### src/rtl/stream_mux_pkg.sv
// Shared constants and index helpers for the N-channel stream multiplexer.
package stream_mux_pkg;

   localparam logic MODE_FIXED = 1'b0;
   localparam logic MODE_RR    = 1'b1;

   // Width of a channel index for an N-channel mux.
   function automatic int sel_w(input int n);
      return $clog2(n);
   endfunction

   // Wrap-increment of a channel index; out-of-range inputs restart at 0.
   function automatic int next_idx(input int idx, input int n);
      return (idx >= n - 1) ? 0 : idx + 1;
   endfunction

endpackage

### src/rtl/stream_mux_n_rr_arbiter.sv
// Combinational round-robin grant: first requester after ptr, wrapping at N-1.
module rr_arbiter_n
   import stream_mux_pkg::*;
#(
   parameter  int N    = 6,
   localparam int SELW = sel_w(N)
) (
   input  logic [N-1:0]    req,
   input  logic [SELW-1:0] ptr,
   input  logic            en,
   output logic            gnt_valid,
   output logic [SELW-1:0] gnt_idx
);

   int               cand;
   logic [SELW-1:0]  cand_idx;

   always_comb begin
      gnt_valid = 1'b0;
      gnt_idx   = '0;
      cand      = int'(ptr);
      cand_idx  = '0;
      for (int k = 0; k < N; k++) begin
         cand     = next_idx(cand, N);
         cand_idx = SELW'(cand);
         if (en && !gnt_valid && req[cand_idx]) begin
            gnt_valid = 1'b1;
            gnt_idx   = cand_idx;
         end
      end
   end

endmodule

### src/rtl/stream_mux_n.sv
// N-channel valid/ready stream mux (fixed select or round-robin) feeding a
// one-entry output register that reloads on the same cycle it drains.
module stream_mux_n
   import stream_mux_pkg::*;
#(
   parameter  int WIDTH = 32,
   parameter  int N     = 6,
   localparam int SELW  = sel_w(N)
) (
   input  logic                 clk,
   input  logic                 reset,
   input  logic [N*WIDTH-1:0]   in_data,
   input  logic [N-1:0]         in_valid,
   output logic [N-1:0]         in_ready,
   input  logic [SELW-1:0]      sel,
   input  logic                 mode,
   output logic [WIDTH-1:0]     out_data,
   output logic                 out_valid,
   input  logic                 out_ready,
   output logic [SELW-1:0]      out_src,
   output logic                 sel_err
);

   if (N < 2 || N > 16) begin : g_bad_n
      $error("stream_mux_n: N must be in 2..16");
   end

   logic              out_valid_q, out_valid_d;
   logic [WIDTH-1:0]  out_data_q,  out_data_d;
   logic [SELW-1:0]   out_src_q,   out_src_d;
   logic              sel_err_q,   sel_err_d;
   logic [SELW-1:0]   rr_ptr_q,    rr_ptr_d;

   logic              accept;
   logic              sel_ok;
   logic              fx_valid;
   logic              rr_valid;
   logic [SELW-1:0]   rr_idx;
   logic              grant_valid;
   logic [SELW-1:0]   grant_idx;

   assign accept = !out_valid_q || out_ready;
   assign sel_ok = (int'(sel) < N);

   rr_arbiter_n #(.N(N)) u_arb (
      .req       (in_valid),
      .ptr       (rr_ptr_q),
      .en        (accept && (mode == MODE_RR)),
      .gnt_valid (rr_valid),
      .gnt_idx   (rr_idx)
   );

   // A grant already implies accept and a valid requester, so it is the transfer.
   always_comb begin
      fx_valid    = (mode == MODE_FIXED) && sel_ok && accept && in_valid[sel];
      grant_valid = (mode == MODE_RR) ? rr_valid : fx_valid;
      grant_idx   = (mode == MODE_RR) ? rr_idx : sel;
      in_ready    = '0;
      if (grant_valid) in_ready[grant_idx] = 1'b1;
   end

   always_comb begin
      out_valid_d = grant_valid ? 1'b1 : (out_valid_q && !out_ready);
      out_data_d  = out_data_q;
      out_src_d   = out_src_q;
      rr_ptr_d    = rr_ptr_q;
      sel_err_d   = (mode == MODE_FIXED) && !sel_ok && accept;
      if (grant_valid) begin
         out_data_d = in_data[int'(grant_idx)*WIDTH +: WIDTH];
         out_src_d  = grant_idx;
         rr_ptr_d   = grant_idx;
      end
   end

   always_ff @(posedge clk) begin
      if (reset) begin
         out_valid_q <= 1'b0;
         out_data_q  <= '0;
         out_src_q   <= '0;
         sel_err_q   <= 1'b0;
         rr_ptr_q    <= SELW'(N - 1);
      end else begin
         out_valid_q <= out_valid_d;
         out_data_q  <= out_data_d;
         out_src_q   <= out_src_d;
         sel_err_q   <= sel_err_d;
         rr_ptr_q    <= rr_ptr_d;
      end
   end

   assign out_valid = out_valid_q;
   assign out_data  = out_data_q;
   assign out_src   = out_src_q;
   assign sel_err   = sel_err_q;

endmodule

### config.mk
export PLATFORM = sky130hd
export DESIGN_NAME = stream_mux_n
export DESIGN_NICKNAME = d
export VERILOG_FILES = /design/src/rtl/stream_mux_pkg.sv /design/src/rtl/stream_mux_n_rr_arbiter.sv /design/src/rtl/stream_mux_n.sv
export SDC_FILE = /design/constraint.sdc
export NUM_CORES = 1
export LEC_CHECK = 0
export ABC_AREA = 1
export CAP_MARGIN = 5
export CORE_MARGIN = 5
export CORE_UTILIZATION = 55
export CTS_BUF_LIST = sky130_fd_sc_hd__clkbuf_4
export CTS_CLUSTER_SIZE = 16
export DETAILED_ROUTE_END_ITERATION = 10
export DONT_BUFFER_PORTS = 1
export HOLD_SLACK_MARGIN = 0.12
export PLACE_DENSITY_LB_ADDON = 0.2
export SLEW_MARGIN = 15
export SYNTH_ARGS = -nofsm -noshare
export SYNTH_HDL_FRONTEND = slang
export SYNTH_SLANG_ARGS = --single-unit
### constraint.sdc
create_clock -name clk -period 8.4 [get_ports clk]
set_input_delay 2.52 -clock clk [delete_from_list [all_inputs] [get_ports clk]]
set_output_delay 2.52 -clock clk [all_outputs]
set_load 0.005 [all_outputs]
# Word level (Yosys, flattened, before mapping)
# Cells that the tools add are included.
# W data, S select, Z words.
dict set report totals {
  reg_bits 40
  latchBits 0
  ram_bits 0
  rom_bits 0
  inputBits 205
  output_inout_bits 43
  word_cells 95
  mem_count 0
}
dict set report op_classes {
  add_sub_neg 6
  mul 0
  n_div 0
  magnitude_cmp 16
  n_eq_ne 0
  n_shift 1
  n_mux 38
  n_bitwise 1
  reduce_logical 28
}
# operator count
set op_table {}
lappend op_table {{$shiftx A192 B9 Y32} 1}
lappend op_table {{$ge A32 B4 Y1 const B} 5}
lappend op_table {{$mux W32} 5}
lappend op_table {{$add A32 B2 Y32 const B} 4}
lappend op_table {{$lt A3 B4 Y1 const B} 8}
lappend op_table {{$mux W3} 8}
lappend op_table {{$bmux W1 S3} 7}
lappend op_table {{$logic_and A1 B1 Y1} 19}
lappend op_table {{$mux W1} 16}
lappend op_table {{$logic_not A1 Y1} 8}
lappend op_table {{$mux W6} 1}
lappend op_table {{$add A3 B1 Y4 const B} 1}
lappend op_table {{$add A3 B2 Y3 const B} 1}
lappend op_table {{$demux W1 S3} 1}
lappend op_table {{$ge A3 B1 Y1 const B} 1}
lappend op_table {{$ge A3 B3 Y1 const B} 1}
lappend op_table {{$lt A3 B3 Y1 const B} 1}
lappend op_table {{$logic_or A1 B1 Y1} 1}
lappend op_table {{$not A1 Y1} 1}

# Longest topological paths before layout
# Gate-level depths: netlist of the first run.
dict set report logic_depth {
  ltp_word 32
  ltp_mapped 45
  mapped_depth_nobuf 44
}

# Hierarchy
# Synthesis of the first run repeated with hierarchy kept, for this count alone.
dict set report hier_totals {
  cells_unflattened 1009
  area_unflattened_um2 5258.8
}
# module instances cells_per_inst area_per_inst_um2 seq_area_each_um2
set modules_own_cells {}
lappend modules_own_cells {stream_mux_n 1 786 3950.0 780.7}
lappend modules_own_cells {rr_arbiter_n 1 223 1308.8 0.0}

# Least setup slack after synthesis of the first run
# Ideal clock, no wire load.
dict set report synth_path {
  kind {reg2out}
  startpoint {register out_src[1] (netlist name)}
  endpoint {output in_ready[1]}
  arrival_time_ns 4.929
  required_time_ns 5.880
  setup_slack_ns 0.951
  stages_incl_launch_ff 36
  cell_sequence {dfxtp_1 > inv_1 > ha_1 > inv_1 > nand2_1 > nand2_1 > nand2_1 > ha_1 > inv_1 > nand2_1 > nand3_2 > nand2_2 > ha_1 > o211ai_2 > inv_1 > ha_1 > nor3_1 > inv_1 > nand2_1 > nand2_1 > nand2_4 > nand2_2 > inv_2 > ha_1 > nand2_1 > inv_2 > ha_1 > nand3_1 > nand3_1 > a21oi_2 > nand3_1 > nand2_2 > buf_4 > buf_4 > nand3_1 > nor2_1}
}
# item line_no
set synth_lines {}
lappend synth_lines {{to (decl)} stream_mux_n.sv:14} ;# output logic [N-1:0] in_ready,

==> flow_summary.json, run 1 <==
{
  "synth-simple-area-share_pct": 56.1,
  "dpl_cell_area_sq_mm": 0.00500,
  "drt-vias-per-instance": 5.51,
  "grt.overflow.total": 0,
  "clock_latency_ns": 0.35,
  "yosys_warnings": 0,
  "drtIter0Drc": 396,
  "avgSynthCellArea_sq_um": 5.39,
  "crit_required_ns": 5.88,
  "htreeDepth": 2,
  "whs_ns": 0.494,
  "tightest_slew_ns": 0.952,
  "fin_crit_ns": 7.87,
  "area_delta_synth_final_pct": 1.65,
  "cap_violations": 0,
  "initial_core_util_pct": 55.6,
  "totalWireLength_microns": 15600,
  "num_vias": 5643,
  "r2r_start": "out_src[1]",
  "cts_tree": "built",
  "portBuffers": 0,
  "synth_top_family_by_area": "simple AND/OR/NAND/NOR gates",
  "io-pin-count": 248,
  "clk_path_buf_depth": 2,
  "antenna_found_initial": 2,
  "place_congestion": 0.950,
  "cts_sinks": 39,
  "synth_cell_types": 39,
  "drtAntennaViolNets": 0,
  "crit_type": "reg2out",
  "hold_viol_final": 0,
  "fillCellCount": 997,
  "synthesis.area_sq_mm": 0.00507,
  "outcome": "complete, no violations",
  "drc": 0,
  "synth_largest_area_cell": "nand2_1",
  "grt.total_usage_pct": 25.7,
  "grt_pass1_vias": 4933,
  "synth-main-ff-cell": "dfxtp_1",
  "worstSetupStartpoint": "out_src[1]",
  "async_flop_share_pct": 0,
  "synth_area_leaders": "nand2_1 (18%), nand3_1 (16%), dfxtp_1 (15%), inv_1 (12%), nand3b_1 (9.9%)",
  "critPathMaxStageDelay_ns": 0.39,
  "grt_pass1_wl_microns": 23800,
  "cp.arrival_ns": 5.35,
  "cts-root-buf": "clkbuf_4",
  "dp_hpwl_microns": 11500,
  "wire_per_inst_microns": 15.3,
  "synth_seq_cells": 39,
  "num-nets-final": 1125,
  "synth_edf_count": 0,
  "synth_top_cell_area_share_pct": 17.7,
  "synth-compound-area-share_pct": 7.43,
  "die_area_sq_mm": 0.0112,
  "setup.worst_path.end": "in_ready[5]",
  "fmax_mhz": 127,
  "rrSetupSlack_ns": 2.37,
  "final.period_utilization_pct": 93.7,
  "fin_area_sq_mm": 0.00515,
  "hold_path_class": "reg2reg",
  "hold_buffers": 0,
  "die_w_microns": 106,
  "coreArea_sq_mm": 0.00911,
  "synthAdderAreaFrac_pct": 2.47,
  "drtPass1Iterations": 5,
  "synthMuxAreaShare_pct": 0,
  "synth-xor-area-share_pct": 0,
  "worstPathMaxFanout": 9,
  "rr_endpoint": "out_data[22]",
  "slew_violations": 0,
  "cts.clk_slew.worst_paths_ns": 0.11,
  "num_rows": 35,
  "reg2reg_depth": 38,
  "syn_nets": 1156,
  "dp_cells": 1007,
  "critPathSlowestCell": "dfxtp_2",
  "fin_cells": 1024,
  "setup.worst_path.start_class": "flop",
  "synth_seq_area_share_pct": 15.4,
  "grt_max_degree": 97,
  "syn_inst": 941,
  "clock_skew_ns": 0.0187,
  "slew_headroom_pct": 36.5,
  "setup_viol": 0,
  "setup.worst_path.end_class": "output pin",
  "die_y_microns": 106,
  "final_layout_size_suffix_gt1_share_pct": 7.46,
  "finalSetupTns_ns": 0,
  "numCtsBuffers": 5
}
[sequential cells by signal, indices dropped and copies added, names as in the netlist]
register / cells
rr_ptr_q: 2
out_data: 32
out_src: 3
out_valid: 1
sel_err: 1
[worst max-delay path: cells and delay by family, from the launching register on]
kind | cells | cell delay, ns
and+or+nand+nor | 18 | 2.23
adders and majority gates | 6 | 1.34
DFF | 1 | 0.39
AOI/OAI and AO/OA | 2 | 0.50
buffers and inverters | 7 | 0.54
[synth_stat cells (all sizes together) (2+ instances only)]
master,number
o22ai,2
a21oi,10
nand4,9
nand3b,67
dfxtp,39
nand3,173
clkinv,2
inv,176
nand2,251
ha,10
buf,32
o211ai,5
clkbuf,19
o21ai,43
o21bai,2
nor2,93
[worst min path at each step]
stage	from	to	slack, ns	cells after the start
finish	out_src[0]	out_src[0]	0.49	2
detailed placement	out_src[0]	out_src[0]	0.48	2
global route	out_src[2]	out_src[2]	0.52	2
floorplan	out_src[0]	out_src[0]	0.46	2
global placement	out_src[0]	out_src[0]	0.48	2
CTS	out_src[0]	out_src[0]	0.50	2
[metal layers]
metal  global-route usage (%)  share of wire (%)  up-vias
met5                        0                  0        -
met1                     31.7                 41     2490
met3                     6.19                8.0       28
li1                         -                  -     2893
met4                     8.60                2.2        0
met2                     43.8                 48      232
[metrics by stage]
stage	util (%)	setup WS, ns
3_5_place_dp	54.8	0.414
3_3_place_gp	54.8	0.574
4_1_cts	55.5	0.0181
2_1_floorplan	-	0.951
5_1_grt	56.6	-0.0220
6_report	56.6	0.528
[cells in the final DEF, fill, tap and decap left out, types with 4 or more instances in the layout]
cell      synthesis  final
buf_4             7     12
ha_1             10      9
o211ai_1          4      4
dfxtp_1          39     38
clkbuf_4          0      6
inv_2            10     10
nor2_1           88     88
nand4_1           8      8
nand2_2          10     10
inv_1           166    166
nor2_2            4      4
nand3_2           6      9
nand2_1         239    236
a21oi_1           9      9
nand3_1         167    164
o21ai_0          41     41
nand3b_1         67     67
nand2_4           2      6
[cells by family after synthesis]
kind of cell             Yosys count
AO/OA/AOI/OAI                     66
adder cells (fa/ha/maj)           10
buffers and inverters            229
flip-flops                        39
AND/OR/NAND/NOR                  597
[repair_timing]
| action | in CTS | in global routing |
|---|---|---|
| resized for setup | 0 | 11 |
| endpoints found under the setup margin | 0 | 6 |
| setup buffers | 0 | 6 |
[final cells by class]
cell class	instances	area (sq um)	share of cell area, %
diodes	2	5.00	0.0972
flip-flops and latches	39	782	15.2
well taps	111	139	2.70
clock inverters	2	12.5	0.243
multi-input cells	674	3410	66.1
clock buffers	6	45.0	0.874
repair buffers	12	90.1	1.75
inverters	178	671	13.0
Power of run 1 is left out: the tool's default activity adds up to more than one toggle a clock period on the data nets, which glitch-free logic cannot reach.
==> run 2: changes to the inputs <==
--- a/config.mk
+++ b/config.mk
@@ -6,13 +6,14 @@
 export NUM_CORES = 1
 export LEC_CHECK = 0
 export ABC_AREA = 1
-export CAP_MARGIN = 5
+export CAP_MARGIN = 0
 export CORE_MARGIN = 5
 export CORE_UTILIZATION = 55
 export CTS_BUF_LIST = sky130_fd_sc_hd__clkbuf_4
 export CTS_CLUSTER_SIZE = 16
 export DETAILED_ROUTE_END_ITERATION = 10
 export DONT_BUFFER_PORTS = 1
+export GPL_TIMING_DRIVEN = 0
 export HOLD_SLACK_MARGIN = 0.12
 export PLACE_DENSITY_LB_ADDON = 0.2
 export SLEW_MARGIN = 15
==> run 2 against run 1 <==
- routed wire length rose by 16%
- critical path depth rose by 1
- via count rose by 6.2%
- critical endpoint unchanged
- largest cell class unchanged
==> flow_summary.json, run 2 (synthesized netlist as in run 1, its figures left out) <==
{
  "r2r_start": "out_src[1]",
  "drtPass1Iterations": 7,
  "slew_headroom_pct": 55.4,
  "setup_viol": 0,
  "cp.arrival_ns": 5.45,
  "final_cell_mix": "nand2_1 (233), inv_1 (166), nand3_1 (165), nor2_1 (82), nand3b_1 (67)",
  "gr-usage-met1_pct": 38.4,
  "outcome": "complete, no violations",
  "drtIter0Drc": 420,
  "critPathSlowestCell": "dfxtp_2",
  "drtAntennaViolNets": 0,
  "totalWireLength_microns": 18100,
  "fin_crit_ns": 7.97,
  "dp_cells": 1052,
  "worstPathMaxFanout": 10,
  "numCtsBuffers": 5,
  "die_area_sq_mm": 0.0112,
  "num-nets-final": 1169,
  "clk_path_buf_depth": 2,
  "clock_skew_ns": 0.0129,
  "cap_violations": 0,
  "hold_viol_final": 0,
  "setup.worst_path.end_class": "output pin",
  "htreeDepth": 2,
  "grt_max_degree": 13,
  "rrSetupSlack_ns": 2.91,
  "drt-vias-per-instance": 5.61,
  "num_vias": 5991,
  "antenna_found_initial": 3,
  "io-pin-count": 248,
  "whs_ns": 0.511,
  "cts-root-buf": "clkbuf_4",
  "reg2reg_depth": 38,
  "hold_path_class": "reg2reg",
  "slew_violations": 0,
  "final_layout_size_suffix_gt1_share_pct": 10.7,
  "use_met2_pct": 50.6,
  "busiest_layer": "met2",
  "num_rows": 35,
  "area_delta_synth_final_pct": 8.32,
  "grt_pass1_wl_microns": 27500,
  "clock_latency_ns": 0.36,
  "die_w_microns": 106,
  "dp_hpwl_microns": 14300,
  "drc": 0,
  "grt.total_usage_pct": 30.4,
  "grt_use_met3_pct": 7.59,
  "hold_buffers": 0,
  "hold_start": "out_src[2]",
  "wire_per_inst_microns": 17.0,
  "final_common_cell": "nand2_1",
  "crit_type": "reg2out",
  "setup.worst_path.start_class": "flop",
  "post-route-util_pct": 60.3,
  "tightest_slew_ns": 0.669,
  "cts.clk_slew.worst_paths_ns": 0.12,
  "initial_core_util_pct": 55.6,
  "hold_depth": 2,
  "rr_endpoint": "out_data[24]",
  "coreArea_sq_mm": 0.00911,
  "fmax_mhz": 125,
  "final.period_utilization_pct": 94.9,
  "min_to": "out_src[2]",
  "cts_tree": "built",
  "place_congestion": 0.917,
  "die_y_microns": 106,
  "largest_reg_flops": 32,
  "grt.overflow.total": 0,
  "cts_sinks": 39,
  "fin_cells": 1068,
  "critPathMaxStageDelay_ns": 0.38,
  "portBuffers": 0,
  "crit_required_ns": 5.88,
  "grt_pass1_vias": 5432
}
run 2: cell count changes in the layout (fill, tap and decap cells not counted), sizes merged:
cell	before	now
inv	177	176
clkinvlp	1	0
clkbuf	6	26
nand2	252	251
bufinv	0	2
buf	12	37
run 2: final cells by class:
class / count / area, sq um
Antenna cell: 2 / 5.00
Buffer: 50 / 277
Clock buffer: 6 / 45.0
Clock inverter: 2 / 60.1
Fill cell: 1018 / 3620
Inverter: 178 / 673
Multi-Input combinational cell: 673 / 3460
Sequential cell: 39 / 782
Tap cell: 111 / 139
Timing Repair Buffer: 7 / 52.6
run 2: worst max-delay path by stage:
stage | from | to | slack (ns) | depth (start not counted)
4_1_cts | out_src[1] | in_ready[5] | 0.03 | 35
3_5_place_dp | out_src[1] | in_ready[5] | -0.07 | 35
2_1_floorplan | out_src[1] | in_ready[1] | 0.95 | 35
3_3_place_gp | out_src[1] | in_ready[5] | -0.007 | 35
6_report | out_src[1] | in_ready[5] | 0.43 | 34
5_1_grt | out_src[1] | in_ready[5] | -0.004 | 34
run 2: worst max-delay path: cells and delay by family, from the launching register on:
kind / cells / cell delay [ns]
simple gates: 19 / 2.31
fa+ha+maj: 6 / 1.39
buf+inv: 7 / 0.71
flops: 1 / 0.38
compound gates: 2 / 0.27
run 2: timing repair:
item,in CTS,in global routing
pin swaps,1,5
endpoints found under the setup margin,6,6
buffers inserted,1,6
gates resized for setup,18,15
run 2: through the flow:
step           TNS [ns]  worst slack [ns]  instance area, sq um
4_1_cts               0            0.0301                  5390
6_report              0             0.428                  5490
2_1_floorplan         0             0.951                  5070
5_1_grt        -0.00364          -0.00364                  5490
3_5_place_dp     -0.301           -0.0702                  5210
3_3_place_gp    -0.0113          -0.00718                  5210
run 2: routing by layer:
layer | share of wire, % | up-vias
li1 | - | 2988
met1 | 41 | 2663
met2 | 48 | 298
met3 | 9.1 | 40
met4 | 2.6 | 2
met5 | 0.072 | -
Power of run 2 is left out for the same reason.
==> run 3: changes to the inputs <==
--- a/config.mk
+++ b/config.mk
@@ -13,8 +13,7 @@
 export CTS_CLUSTER_SIZE = 16
 export DETAILED_ROUTE_END_ITERATION = 10
 export DONT_BUFFER_PORTS = 1
-export GPL_TIMING_DRIVEN = 0
-export HOLD_SLACK_MARGIN = 0.12
+export GPL_ROUTABILITY_DRIVEN = 0
 export PLACE_DENSITY_LB_ADDON = 0.2
 export SLEW_MARGIN = 15
 export SYNTH_ARGS = -nofsm -noshare
==> run 3 against run 2 <==
- flip-flop and latch count unchanged
- core utilization decreased by 3.5 points
- die area unchanged
- design area decreased by 5.9%
- final cell count decreased by 4.5%
- critical path depth decreased by 1
- worst setup slack got worse by 0.056 ns
==> flow_summary.json, run 3 (synthesized netlist as in run 1, its figures left out) <==
{
  "grt.overflow.total": 0,
  "grt_pass1_vias": 5022,
  "drt-vias-per-instance": 5.57,
  "slew_violations": 0,
  "fin_area_sq_mm": 0.00517,
  "cp.arrival_ns": 5.51,
  "fmax_mhz": 125,
  "fillCellCount": 980,
  "clock_latency_ns": 0.34,
  "cts_sinks": 39,
  "hold_viol_final": 0,
  "largest_reg_flops": 32,
  "drtAntennaViolNets": 0,
  "cts.clk_slew.worst_paths_ns": 0.12,
  "final_cell_mix": "nand2_1 (237), inv_1 (166), nand3_1 (164), nor2_1 (86), nand3b_1 (67)",
  "crit_required_ns": 5.88,
  "coreArea_sq_mm": 0.00911,
  "critical_path_buf_inv_count": 5,
  "portBuffers": 0,
  "grt_max_degree": 97,
  "num_vias": 5679,
  "fin_crit_ns": 8.03,
  "io-pin-count": 248,
  "final_common_cell": "nand2_1",
  "cap_violations": 0,
  "numCtsBuffers": 5,
  "cpMostUsedCell": "nand2_1",
  "worstPathMaxFanout": 10,
  "final_layout_size_suffix_gt1_share_pct": 7.17,
  "initial_core_util_pct": 55.6,
  "drc": 0,
  "dpl_cell_area_sq_mm": 0.00500,
  "clock_skew_ns": 0.0106,
  "critPathMaxStageDelay_ns": 0.39,
  "slew_headroom_pct": 36.4,
  "die_area_sq_mm": 0.0112,
  "whs_ns": 0.510,
  "num-nets-final": 1121,
  "totalWireLength_microns": 15900,
  "clk_path_buf_depth": 2,
  "fin_cells": 1020,
  "crit_type": "reg2out",
  "drtPass1Iterations": 5,
  "grt_pass1_wl_microns": 24300,
  "area_delta_synth_final_pct": 1.95,
  "htreeDepth": 2,
  "grt.total_usage_pct": 26.0,
  "die_y_microns": 106,
  "tightest_slew_ns": 0.954,
  "outcome": "complete, no violations",
  "dp_hpwl_microns": 11800,
  "crit_family": "simple AND/OR/NAND/NOR gates",
  "die_w_microns": 106,
  "cts-root-buf": "clkbuf_4",
  "hold_buffers": 0,
  "setup_viol": 0,
  "critPathSlowestCell": "dfxtp_2",
  "post-route-util_pct": 56.7,
  "antenna_found_initial": 2,
  "setup.worst_path.start_class": "flop",
  "hold_path_class": "reg2reg",
  "wire_per_inst_microns": 15.6,
  "dp_cells": 1007,
  "cts_tree": "built",
  "final.period_utilization_pct": 95.6,
  "drtIter0Drc": 415,
  "setup.worst_path.end_class": "output pin",
  "num_rows": 35
}
[run 3: changes by cell type in the layout (fill, tap and decap cells not counted), sizes merged]
| cell | before | now |
|---|---|---|
| clkbuf | 26 | 6 |
| buf | 37 | 8 |
| nand2 | 251 | 252 |
| clkinv | 2 | 1 |
| inv | 176 | 177 |
[run 3: metrics by stage]
| stage | setup TNS [ns] | setup slack [ns] |
|---|---|---|
| floorplan | 0 | 0.951 |
| global placement | 0 | 0.612 |
| detailed placement | 0 | 0.392 |
| CTS | 0 | 0.0164 |
| global route | -0.170 | -0.0593 |
| finish | 0 | 0.371 |
[run 3: worst min-delay path, cell delays in order, from the launching register on]
cell and delay, ns:
dfxtp_1 0.35, nand2_1 0.07, a21oi_1 0.06
[run 3: cell type report]
class	instances	area (sq um)	area share (%)
antenna	2	5.00	0.0969
clock buffer	6	45.0	0.872
clock inverter	2	60.1	1.16
inverter	178	671	13.0
multi-input combinational	674	3400	65.9
sequential	39	782	15.1
tap	111	139	2.69
timing repair buffer	8	60.1	1.16
[run 3: what timing repair did]
item,in CTS,in global routing
cloned,0,1
gates resized for setup,1,10
pin swaps,0,1
setup buffers,0,2
setup endpoints to repair,1,6
[run 3: metal layers]
metal / part of all wire, % / up-vias / global-route usage (%)
li1: - / 2893 / -
met1: 41 / 2485 / 31.7
met2: 49 / 278 / 46.2
met3: 8.5 / 23 / 5.95
met4: 1.7 / 0 / 6.57
met5: 0 / - / 0
[run 3: final timing paths]
| kind | startpoint | endpoint | slack (ns) | depth (start not counted) |
|---|---|---|---|---|
| max reg2reg | out_src[1] | out_data[25] | 2.15 | 38 |
| min reg2reg | out_src[2] | out_src[2] | 0.51 | 2 |
| max | out_src[1] | in_ready[1] | 0.37 | 33 |
| min | out_src[2] | out_src[2] | 0.51 | 2 |
Power of run 3 is left out for the same reason.
